$ cat src/rtl/lane_rr_scheduler.sv
// lane_rr_scheduler: four one-entry lane buffers (in_valid/in_ready, in_data0..3 -> hold0..3) round-robin granted onto sel/out_valid, drained by out_ready
module lane_rr_scheduler #(
  parameter int DATA_W = 4
) (
  input  logic              clk,
  input  logic              rst,
  input  logic [3:0]        in_valid,
  input  logic [DATA_W-1:0] in_data0,
  input  logic [DATA_W-1:0] in_data1,
  input  logic [DATA_W-1:0] in_data2,
  input  logic [DATA_W-1:0] in_data3,
  output logic [3:0]        in_ready,
  output logic [DATA_W-1:0] hold0,
  output logic [DATA_W-1:0] hold1,
  output logic [DATA_W-1:0] hold2,
  output logic [DATA_W-1:0] hold3,
  output logic [1:0]        sel,
  output logic              out_valid,
  input  logic              out_ready
);
  typedef enum logic {IDLE, GRANT} state_t;
  state_t state_q, state_d;
  logic [3:0] full_q, full_d, cap, drain, cand;
  logic [1:0] sel_q, sel_d, pick;
  logic arb;
  logic [DATA_W-1:0] din [4];
  logic [DATA_W-1:0] hold_q [4];
  assign din = '{in_data0, in_data1, in_data2, in_data3};
  assign cap = in_valid & ~full_q;
  assign drain = (state_q == GRANT && out_ready) ? 4'(1) << sel_q : 4'b0;
  assign full_d = (full_q | cap) & ~drain;
  assign cand = full_q & ~drain;
  assign arb = state_q == IDLE || out_ready;
  always_comb begin
    pick = sel_q;
    for (int k = 4; k >= 1; k--) if (cand[sel_q + 2'(k)]) pick = sel_q + 2'(k);
    state_d = arb ? (|cand ? GRANT : IDLE) : state_q;
    sel_d = arb && |cand ? pick : sel_q;
  end
  always_ff @(posedge clk) begin
    if (rst) begin
      state_q <= IDLE;
      sel_q <= 2'b11;
      full_q <= 4'b0;
      for (int i = 0; i < 4; i++) hold_q[i] <= '0;
    end else begin
      state_q <= state_d;
      sel_q <= sel_d;
      full_q <= full_d;
      for (int i = 0; i < 4; i++) if (cap[i]) hold_q[i] <= din[i];
    end
  end
  assign in_ready = ~full_q;
  assign out_valid = state_q == GRANT;
  assign sel = sel_q;
  assign hold0 = hold_q[0];
  assign hold1 = hold_q[1];
  assign hold2 = hold_q[2];
  assign hold3 = hold_q[3];
endmodule

$ cat config.mk
export PLATFORM = sky130hd
export DESIGN_NAME = lane_rr_scheduler
export DESIGN_NICKNAME = d
export VERILOG_FILES = /design/src/rtl/lane_rr_scheduler.sv
export SDC_FILE = /design/constraint.sdc
export NUM_CORES = 1
export LEC_CHECK = 0
export CAP_MARGIN = 10
export CORE_AREA = 2 2 42 59
export CTS_BUF_LIST = sky130_fd_sc_hd__clkbuf_4
export DETAILED_ROUTE_END_ITERATION = 12
export DIE_AREA = 0 0 44 61
export DONT_BUFFER_PORTS = 1
export PLACE_DENSITY = 0.78
export SKIP_CTS_REPAIR_TIMING = 1
export SYNTH_ARGS = -nofsm -noshare
export SYNTH_HDL_FRONTEND = slang
export SYNTH_SLANG_ARGS = --single-unit
$ cat constraint.sdc
create_clock -name clk -period 6.2 [get_ports clk]
set_input_delay 1.86 -clock clk [delete_from_list [all_inputs] [get_ports clk]]
set_output_delay 1.86 -clock clk [all_outputs]
set_load 0.05 [all_outputs]
# After elaboration in Yosys (flattened, before gate mapping)
# Memory sizes are Yosys's and may differ from the RTL's.
# Cells that the tools add are included.
dict set report word_totals {
  reg_bits 7
  mem_count 1
  romBits 0
  elab_cells 57
  output_inout_bits 23
  mem_bits_rw 16
  latchBits 0
}
# memory depth word_bits read_ports rd_ports_with_merged_regs wr line
set memory_table {}
lappend memory_table {hold_q 4 4 4 0 4 27} ;# logic [DATA_W-1:0] hold_q [4];
dict set report classes {
  n_mul 0
  n_reduce_logical 6
  n_mux 29
  n_lt_le_gt_ge 3
  n_eq_ne 0
  n_addsub 3
  div_mod_pow 0
  shift 1
  bitwise 11
}
# op count
set op_table {}
lappend op_table {{4-bit two-way mux} 5}
lappend op_table {{1-bit two-way mux} 18}
lappend op_table {{4-bit bitwise AND} 3}
lappend op_table {{2-bit by 3-bit less-than comparator with 1-bit output, second input constant} 3}
lappend op_table {{4-bit inverter} 2}
lappend op_table {{1-bit binary-select mux with 2-bit select} 3}
lappend op_table {{2-bit two-way mux} 3}
lappend op_table {{2-bit adder, second input constant} 2}
lappend op_table {{1-bit bitwise OR} 4}
lappend op_table {{4-bit bitwise OR} 1}
lappend op_table {{4-bit OR reduction} 1}
lappend op_table {{1-bit by 2-bit << shifter with 4-bit output, first input constant} 1}
lappend op_table {{3-bit nonzero test} 1}
lappend op_table {{2-bit by 1-bit adder with 2-bit output, second input constant} 1}
lappend op_table {{1-bit logical AND} 2}
lappend op_table {{2-bit AND reduction} 1}
lappend op_table {{1-bit logical OR} 1}
lappend op_table {{1-bit inverter} 1}

# Logic depth before layout (Yosys ltp)
# Gate-level depths: netlist of the first run.
dict set report logic_depth {
  ltp_word 9
  mapped_depth 7
  ltp_nobuf 7
}

# Worst setup path before layout of the first run
# OpenSTA, ideal clock, no wires.
dict set report synth_timing {
  path_kind {input port to flip-flop}
  from {input out_ready}
  to {register sel_q[0] (netlist: sel[0])}
  required_time_ns 6.128
  slack_ns 2.963
  setup_ns 0.072
  stages 6
  path_buffers 1
  arrival_ns 3.166
  path_cell_list {buf_6 > and3_1 > nand2b_4 > mux4_2 > a221oi_2 > mux2i_1}
}
dict set report synth_via {
  elab_chain_len 8
  elab_cells_between_ends 17
  cone_classes {9 x mux; 2 x bitwise; 6 x reduce/logical}
}
# item line
set synth_rtl {}
lappend synth_rtl {{start: declaration} 19} ;# input logic out_ready
lappend synth_rtl {{1-bit logical AND} 30} ;# assign drain = (state_q == GRANT && out_ready) ? 4'(1) << sel_q : 4'b0;
lappend synth_rtl {{4-bit two-way mux} 30}
lappend synth_rtl {{4-bit inverter} 32} ;# assign cand = full_q & ~drain;
lappend synth_rtl {{4-bit bitwise AND} 32}
lappend synth_rtl {{1-bit binary-select mux with 2-bit select} 36} ;# for (int k = 4; k >= 1; k--) if (cand[sel_q + 2'(k)]) pick = sel_q + 2'(k);
lappend synth_rtl {{1-bit two-way mux (not written as such)} 36}
lappend synth_rtl {{3-bit nonzero test (no source line) or 2-bit two-way mux (tied branches)} -}
lappend synth_rtl {{2-bit AND reduction (no source line) or 2-bit two-way mux (tied branches)} -}
lappend synth_rtl {{end signal: assignment} 48} ;# sel_q <= sel_d;
lappend synth_rtl {{end: declaration} 24} ;# logic [1:0] sel_q, sel_d, pick;
# Parallel ways exist; a longest one is shown, timed or not. The select of a mux whose other input is x is not followed.
# A chain may end at the register's enable or synchronous reset.

# Worst setup path in the final report of the first run
dict set report layout_timing {
  from {register sel_q[0] (netlist: sel[0])}
  to {output sel[0]}
}
# item line
set layout_rtl {}
lappend layout_rtl {{end: declaration} 17} ;# output logic [1:0] sel,
# No word-level cell between the ends.

==> flow_summary.toml, run 1 <==
[run_status]
outcome = "complete, no violations"

[route]
viasPerCell = 6.24
post_drt_wl_per_cell_um = 16.0
num_vias = 874
drtIter0Drc = 28
drcViolationCount = 0
totalWireLength_um = 2240
firstDrtPassIters = 5
ant_nets = 0

[synthesis]
netlist_instances = 116
synth_most_common_cell = "and2_1"
synthDominantCellAreaShare = 0.394
yosys.area.top_type = "edfxtp_1"
avgSynthCellArea_um2 = 10.5
synthFlopType = "edfxtp_1"
async_reset_ff_frac = 0
yosysWarnings = 0
synth-seq-cells = 23
syn-num-nets = 143
synth_cell_types = 35
synth_edf_count = 16
synth.yosys.seq_area_share = 0.509
syn-cell-area_um2 = 1220
synth.area.top_cells = "edfxtp_1, dfxtp_1, and2_1"
synth_common_cells = "and2_1, edfxtp_1, nor2_1"

[worst_setup_path]
worstSetupPathType = "flop to output port"
ff2ff_path_depth = 7
crit_fanout = 10
r2r-start = "sel[0]"
r2r_setup_slack_ps = 3500
worst_r2r_endpoint = "sel[1]"
end_kind = "output port"
endpoint = "sel[0]"
start_kind = "flop"
crit_path_start = "sel[0]"
cp_data_arrival_time_ps = 1170
cp.depth = 0
crit_required_ps = 4340

[grt]
grt_pass1_wl_um = 3590
antenna_found_initial = 0
first_global_vias = 820
grt.total_usage = 0.181
grt_max_degree = 14
overflow = 0

[sta]
layout_setup_ws_ps = 3170
whs_ps = 539
slew_viol_final = 0
fmax_ghz = 0.330
worst_slew_pin_slew_ps = 792
period_share = 0.489
grt_setup_unrepaired = "false"
skew_ps = 3.91
slew_headroom = 0.471
setup_viol = 0
finalSetupTns_ps = 0
fin_crit_ps = 3030
hold_violations = 0

[clock_network]
clock_latency_ps = 310
cts_max_path_buffers = 2
cts_root_buffer = "clkbuf_4"
cts_tree = "built"
cts-buffers-inserted = 3
cts.clk_slew.worst_paths_ps = 120
clock_sinks = 23
htreeDepth = 1

[finish]
antennaDiodeCount = 0
regArea_um2 = 621
multi_input_area_um2 = 558
fin_nets = 146
fill_cells = 188
drive_gt1_frac = 0.0763
syn_to_final_growth_pct = 3.28

[die]
die_w_um = 44
coreArea_um2 = 2150
row_count = 20
die-area_um2 = 2680
fp.dieH_um = 61
ios = 46
start_util = 0.567

[pwr]
p_leak_nw = 0.518
total_power_uw = 473
p_per_area_nw_per_um2 = 375
ir_worst_vdd_uv = 174

[placement]
place_ws_ps = 3010
portBuffers = 0
dp_hpwl_um = 1770
gp_congestion = 0.870

[hold_path]
worstHoldStart = "full_q[0]"
hp-class = "flop to flop"

[run]
drv_cap = 0
-- how the worst min path moves through the flow --
stage,endpoint,slack (ps),cells past startpoint
4_1_cts,full_q[0],540,2
2_1_floorplan,full_q[0],480,2
5_1_grt,full_q[0],570,2
6_report,full_q[0],540,2
3_5_place_dp,full_q[0],500,2
3_3_place_gp,full_q[0],510,2
-- state kept, by name (all words and copies together), names as in the netlist --
register / count
full_q: 4
hold_q: 16
out_valid: 1
sel: 2
-- metrics by stage --
step | cells | utilization | cell area (um2)
3_5_place_dp | 136 | 0.573 | 1230
3_3_place_gp | 136 | 0.573 | 1230
2_1_floorplan | 116 | - | 1220
5_1_grt | 140 | 0.585 | 1260
6_report | 140 | 0.585 | 1260
4_1_cts | 140 | 0.585 | 1260
-- per-layer routing --
layer / share of wire / GRT usage / vias up
met4: 0.018 / 0.0909 / 0
li1: - / - / 420
met1: 0.38 / 0.205 / 406
met3: 0.093 / 0.0625 / 4
met2: 0.50 / 0.300 / 44
met5: 0 / 0 / -
-- power breakdown --
part           total, mW  switching [mW]  internal [mW]
logic              0.140          0.0787         0.0613
registers          0.263          0.0781          0.185
clock network     0.0698          0.0456         0.0241
-- final cells by class --
type / instances / share of cell area
well taps: 22 / 0.0218
clock inverters: 1 / 0.00397
clock buffers: 3 / 0.0179
multi-input cells: 84 / 0.443
flip-flops and latches: 23 / 0.493
inverters: 7 / 0.0209
-- layout by cell type (no fill, tap or decap) --
cell	count
a21oi_1	2
a221o_1	1
a221oi_2	1
a22oi_1	1
a31oi_1	1
a32o_1	1
and2_0	1
and2_1	17
and3_1	3
clkbuf_4	3
clkinv_2	1
dfxtp_1	7
edfxtp_1	16
ha_1	4
inv_1	7
mux2i_1	1
mux4_2	2
nand2_1	11
nand2b_1	2
nand2b_4	1
nand3_1	3
nand3_2	1
nand4_1	1
nor2_1	15
nor2b_1	2
nor3_1	3
nor4_1	1
o2111ai_1	1
o211a_1	1
o211ai_1	2
o21ai_0	1
o221ai_1	1
o2bb2ai_1	1
o31ai_1	1
o32a_1	1
-- cells by family after synthesis --
family / after synthesis / share of synthesized area
muxes: 3 / 0.0451
buffers and inverters: 9 / 0.0338
AOI/OAI and AO/OA: 16 / 0.109
DFF: 23 / 0.509
adders and majority gates: 4 / 0.0410
and+or+nand+nor: 61 / 0.263
Power figures use the tool's default switching activity.
==> inputs of run 2 (changes only) <==
CORE_AREA = 2 2 42 60   (was 2 2 42 59)
DIE_AREA = 0 0 44 62   (was 0 0 44 61)
PLACE_DENSITY = 0.8   (was 0.78)
clock period = 2.7 ns   (was 6.2 ns; I/O delays follow)
==> flow_summary.toml, run 2 (synthesized netlist as in run 1, its figures left out) <==
[finish]
drive_gt1_frac = 0.0992
fin_nets = 149
layout_common_cells = "and2_1, edfxtp_1, nor2_1"
largest_reg_flops = 16
syn_to_final_growth_pct = 5.23
largest_register = "hold_q"
final_common_cell = "and2_1"
antennaDiodeCount = 0

[pwr]
p_per_area_nw_per_um2 = 866
p_int_uw = 640
p_switching_uw = 472
clkPwrFrac = 0.140
p_sw_frac = 0.424
ir_worst_vdd_uv = 522
p_leak_nw = 0.532
comb_power_share = 0.369
seq_power_share = 0.492

[grt]
grt_max_degree = 14
overflow = 0
grt.total_usage = 0.198
grt_pass1_wl_um = 3870
antenna_found_initial = 0
first_global_vias = 842

[worst_setup_path]
crit_fanout = 10
crit_required_ps = 2890
cp_data_arrival_time_ps = 2460
worstSetupPathType = "flop to flop"
start_kind = "flop"
end_kind = "flop"

[placement]
gp_congestion = 0.961
portBuffers = 0
dp_hpwl_um = 1990
place_ws_ps = 467

[sta]
slew_headroom = 0.504
worst_slew_pin_slew_ps = 743
fmax_ghz = 0.441
layout_setup_ws_ps = 434
hold_violations = 0
setup_viol = 0
grt_setup_unrepaired = "false"
finalSetupTns_ps = 0
skew_ps = 1.38
period_share = 0.839
slew_viol_final = 0
fin_crit_ps = 2270

[hold_path]
hp-class = "flop to flop"

[run]
drv_cap = 0

[route]
post_drt_wl_per_cell_um = 17.1
ant_nets = 0
num_vias = 887
drtIter0Drc = 32
drcViolationCount = 0
firstDrtPassIters = 4
totalWireLength_um = 2460
viasPerCell = 6.16

[clock_network]
clock_latency_ps = 310
cts_max_path_buffers = 2
clock_sinks = 23
cts_tree = "built"
cts.clk_slew.worst_paths_ps = 120
htreeDepth = 1
cts-buffers-inserted = 3
cts_root_buffer = "clkbuf_4"

[die]
row_count = 21
start_util = 0.540
die-area_um2 = 2730
fp.dieH_um = 62
coreArea_um2 = 2260
die_w_um = 44
ios = 46

[run_status]
outcome = "complete, no violations"
[run 2: cell count changes in the layout (fill, tap and decap cells not counted), sizes merged]
cell,before,now
buf,0,3
[run 2: layer usage]
layer | up-vias | wire length, um | GRT usage
li1 | 422 | - | -
met1 | 404 | 824 | 0.219
met2 | 52 | 1360 | 0.347
met3 | 9 | 208 | 0.0462
met4 | 0 | 74 | 0.113
met5 | - | 0 | 0
[run 2: power groups by stage]
stage                     clock [mW]  sequential, mW  combinational (mW)
after global placement             0           0.551               0.397
after global routing           0.166           0.554               0.451
final                          0.155           0.546               0.410
after CTS                      0.156           0.546               0.408
after detailed placement           0           0.554               0.407
after floorplan                    0           0.598               0.278
[run 2: cell type report]
| type | count | area [um2] |
|---|---|---|
| tap | 23 | 28.8 |
| fill | 197 | 976 |
| multi-input combinational | 84 | 558 |
| timing repair buffer | 3 | 22.5 |
| clock buffer | 3 | 22.5 |
| sequential | 23 | 621 |
| clock inverter | 1 | 5.00 |
| inverter | 7 | 26.3 |
[run 2: worst paths after layout]
path | slack, ps | startpoint | cells after the start | endpoint
hold reg to reg | 530 | full_q[0] | 2 | full_q[0]
setup reg to reg | 430 | out_valid | 5 | sel[1]
hold / removal | 530 | full_q[0] | 2 | full_q[0]
setup / recovery | 430 | out_valid | 5 | sel[1]
[run 2: worst max-delay path: stages (launching register included)]
cell	delay [ps]
dfxtp_1	820
and3_1	360
o2111ai_1	160
o31ai_1	460
a221o_1	240
o221ai_1	100
[run 2: through the flow]
| stage | instance area [um2] | total power [mW] | hold slack (ps) | utilization | std cells |
|---|---|---|---|---|---|
| floorplan | 1220 | 0.876 | 478 | - | 116 |
| global placement | 1260 | 0.948 | 497 | 0.556 | 140 |
| detailed placement | 1260 | 0.961 | 507 | 0.556 | 140 |
| CTS | 1280 | 1.11 | 526 | 0.568 | 144 |
| global route | 1280 | 1.17 | 547 | 0.568 | 144 |
| finish | 1280 | 1.11 | 527 | 0.568 | 144 |
==> inputs of run 3 (changes only) <==
clock period = 2.06 ns   (was 2.7 ns; I/O delays follow)
==> flow_summary.toml, run 3 (synthesized netlist as in run 1, its figures left out) <==
[pwr]
ir_worst_vdd_uv = 597
clkPwrFrac = 0.131
p_per_area_nw_per_um2 = 1130
p_sw_frac = 0.416
p_int_uw = 903
comb_power_share = 0.409
seq_power_share = 0.460
total_power_mw = 1.55
p_switching_uw = 642
p_leak_nw = 0.565

[placement]
gp_congestion = 0.903
placedInstanceArea_um2 = 1330
dp_hpwl_um = 2010
place_inst = 149
portBuffers = 0

[die]
die_w_um = 44
start_util = 0.540
ios = 46
die-area_um2 = 2730
fp.dieH_um = 62
row_count = 21
coreArea_um2 = 2260

[clock_network]
cts-buffers-inserted = 3
cts_max_path_buffers = 2
cts_tree = "built"
htreeDepth = 1
cts_root_buffer = "clkbuf_4"
clock_sinks = 23
clock_latency_ps = 300
cts.clk_slew.worst_paths_ps = 120

[hold_path]
whs_path_depth = 1
worstHoldStart = "rst"
min_to = "out_valid"
hp-class = "primary input to flop"

[worst_setup_path]
crit_path_start = "sel[1]"
start_kind = "flop"
cp_data_arrival_time_ps = 2220
worstSetupPathType = "flop to flop"
crit_required_ps = 2300
worst_r2r_endpoint = "sel[0]"
r2r_setup_slack_ps = 80
ff2ff_path_depth = 7
r2r-start = "sel[1]"
end_kind = "flop"
crit_fanout = 5

[route]
post_drt_wl_per_cell_um = 16.9
firstDrtPassIters = 5
drtIter0Drc = 18
drcViolationCount = 0
ant_nets = 0
totalWireLength_um = 2570
num_vias = 919
viasPerCell = 6.05

[sta]
grt_setup_unrepaired = "false"
setup_viol = 0
period_share = 0.961
fin_crit_ps = 1980
fmax_ghz = 0.505
slew_viol_final = 0
worst_slew_pin_slew_ps = 465
slew_headroom = 0.691
finalSetupTns_ps = 0
whs_ps = 361
skew_ps = 2.20
hold_violations = 0

[run_status]
outcome = "complete, no violations"

[finish]
fill_cells = 189
largest_reg_flops = 16
final_common_cell = "and2_1"
largest_register = "hold_q"
fin_nets = 157
finalNonFillerCells = 152
antennaDiodeCount = 0
layout_common_cells = "and2_1, edfxtp_1, nor2_1"
fin_area_um2 = 1370
drive_gt1_frac = 0.209
syn_to_final_growth_pct = 12.0

[grt]
grt.total_usage = 0.197
first_global_vias = 860
grt_max_degree = 14
overflow = 0
antenna_found_initial = 0
grt_pass1_wl_um = 3900

[run]
drv_cap = 0
-- run 3: worst max path at each step --
stage                     cells after the start  slack (ps)  endpoint
after floorplan                               5         0.8    sel[0]
after global placement                        7          70    sel[0]
after detailed placement                      7          60    sel[0]
after CTS                                     7          30    sel[0]
after global routing                          7           1    sel[0]
final                                         7          80    sel[0]
-- run 3: routing by layer --
| metal | wire [um] | share of wire | up-vias | GRT usage |
|---|---|---|---|---|
| li1 | - | - | 441 | - |
| met1 | 939 | 0.37 | 422 | 0.223 |
| met2 | 1380 | 0.54 | 50 | 0.347 |
| met3 | 214 | 0.083 | 6 | 0.0520 |
| met4 | 39 | 0.015 | 0 | 0.0866 |
| met5 | 0 | 0 | - | 0 |
-- run 3: power groups by stage --
stage	sequential, mW	clock (mW)	combinational (mW)
3_3_place_gp	0.712	0	0.633
6_report	0.711	0.202	0.633
3_5_place_dp	0.713	0	0.629
2_1_floorplan	0.795	0	0.364
4_1_cts	0.702	0.208	0.632
5_1_grt	0.721	0.231	0.677
-- run 3: critical path, cell delays in order, from the launching register on --
cell      delay [ps]
dfxtp_4          360
inv_1             90
ha_1             190
and3_4           180
nand2b_4         150
mux4_2           470
a221oi_2         270
mux2i_1          200
-- run 3: final cells by class --
cell class              instances  area (um2)  area share
clock buffers                   3        22.5      0.0165
clock inverters                 1        5.00     0.00366
inverters                       7        26.3      0.0192
multi-input cells              84         573       0.419
flip-flops and latches         23         628       0.460
well taps                      23        28.8      0.0211
repair buffers                 11        82.6      0.0604
-- run 3: per-stage QoR --
step	util	setup slack, ps
after detailed placement	0.589	61.8
after floorplan	-	0.756
after global placement	0.589	68.6
after global routing	0.605	1.09
final	0.605	80.4
after CTS	0.601	34.2
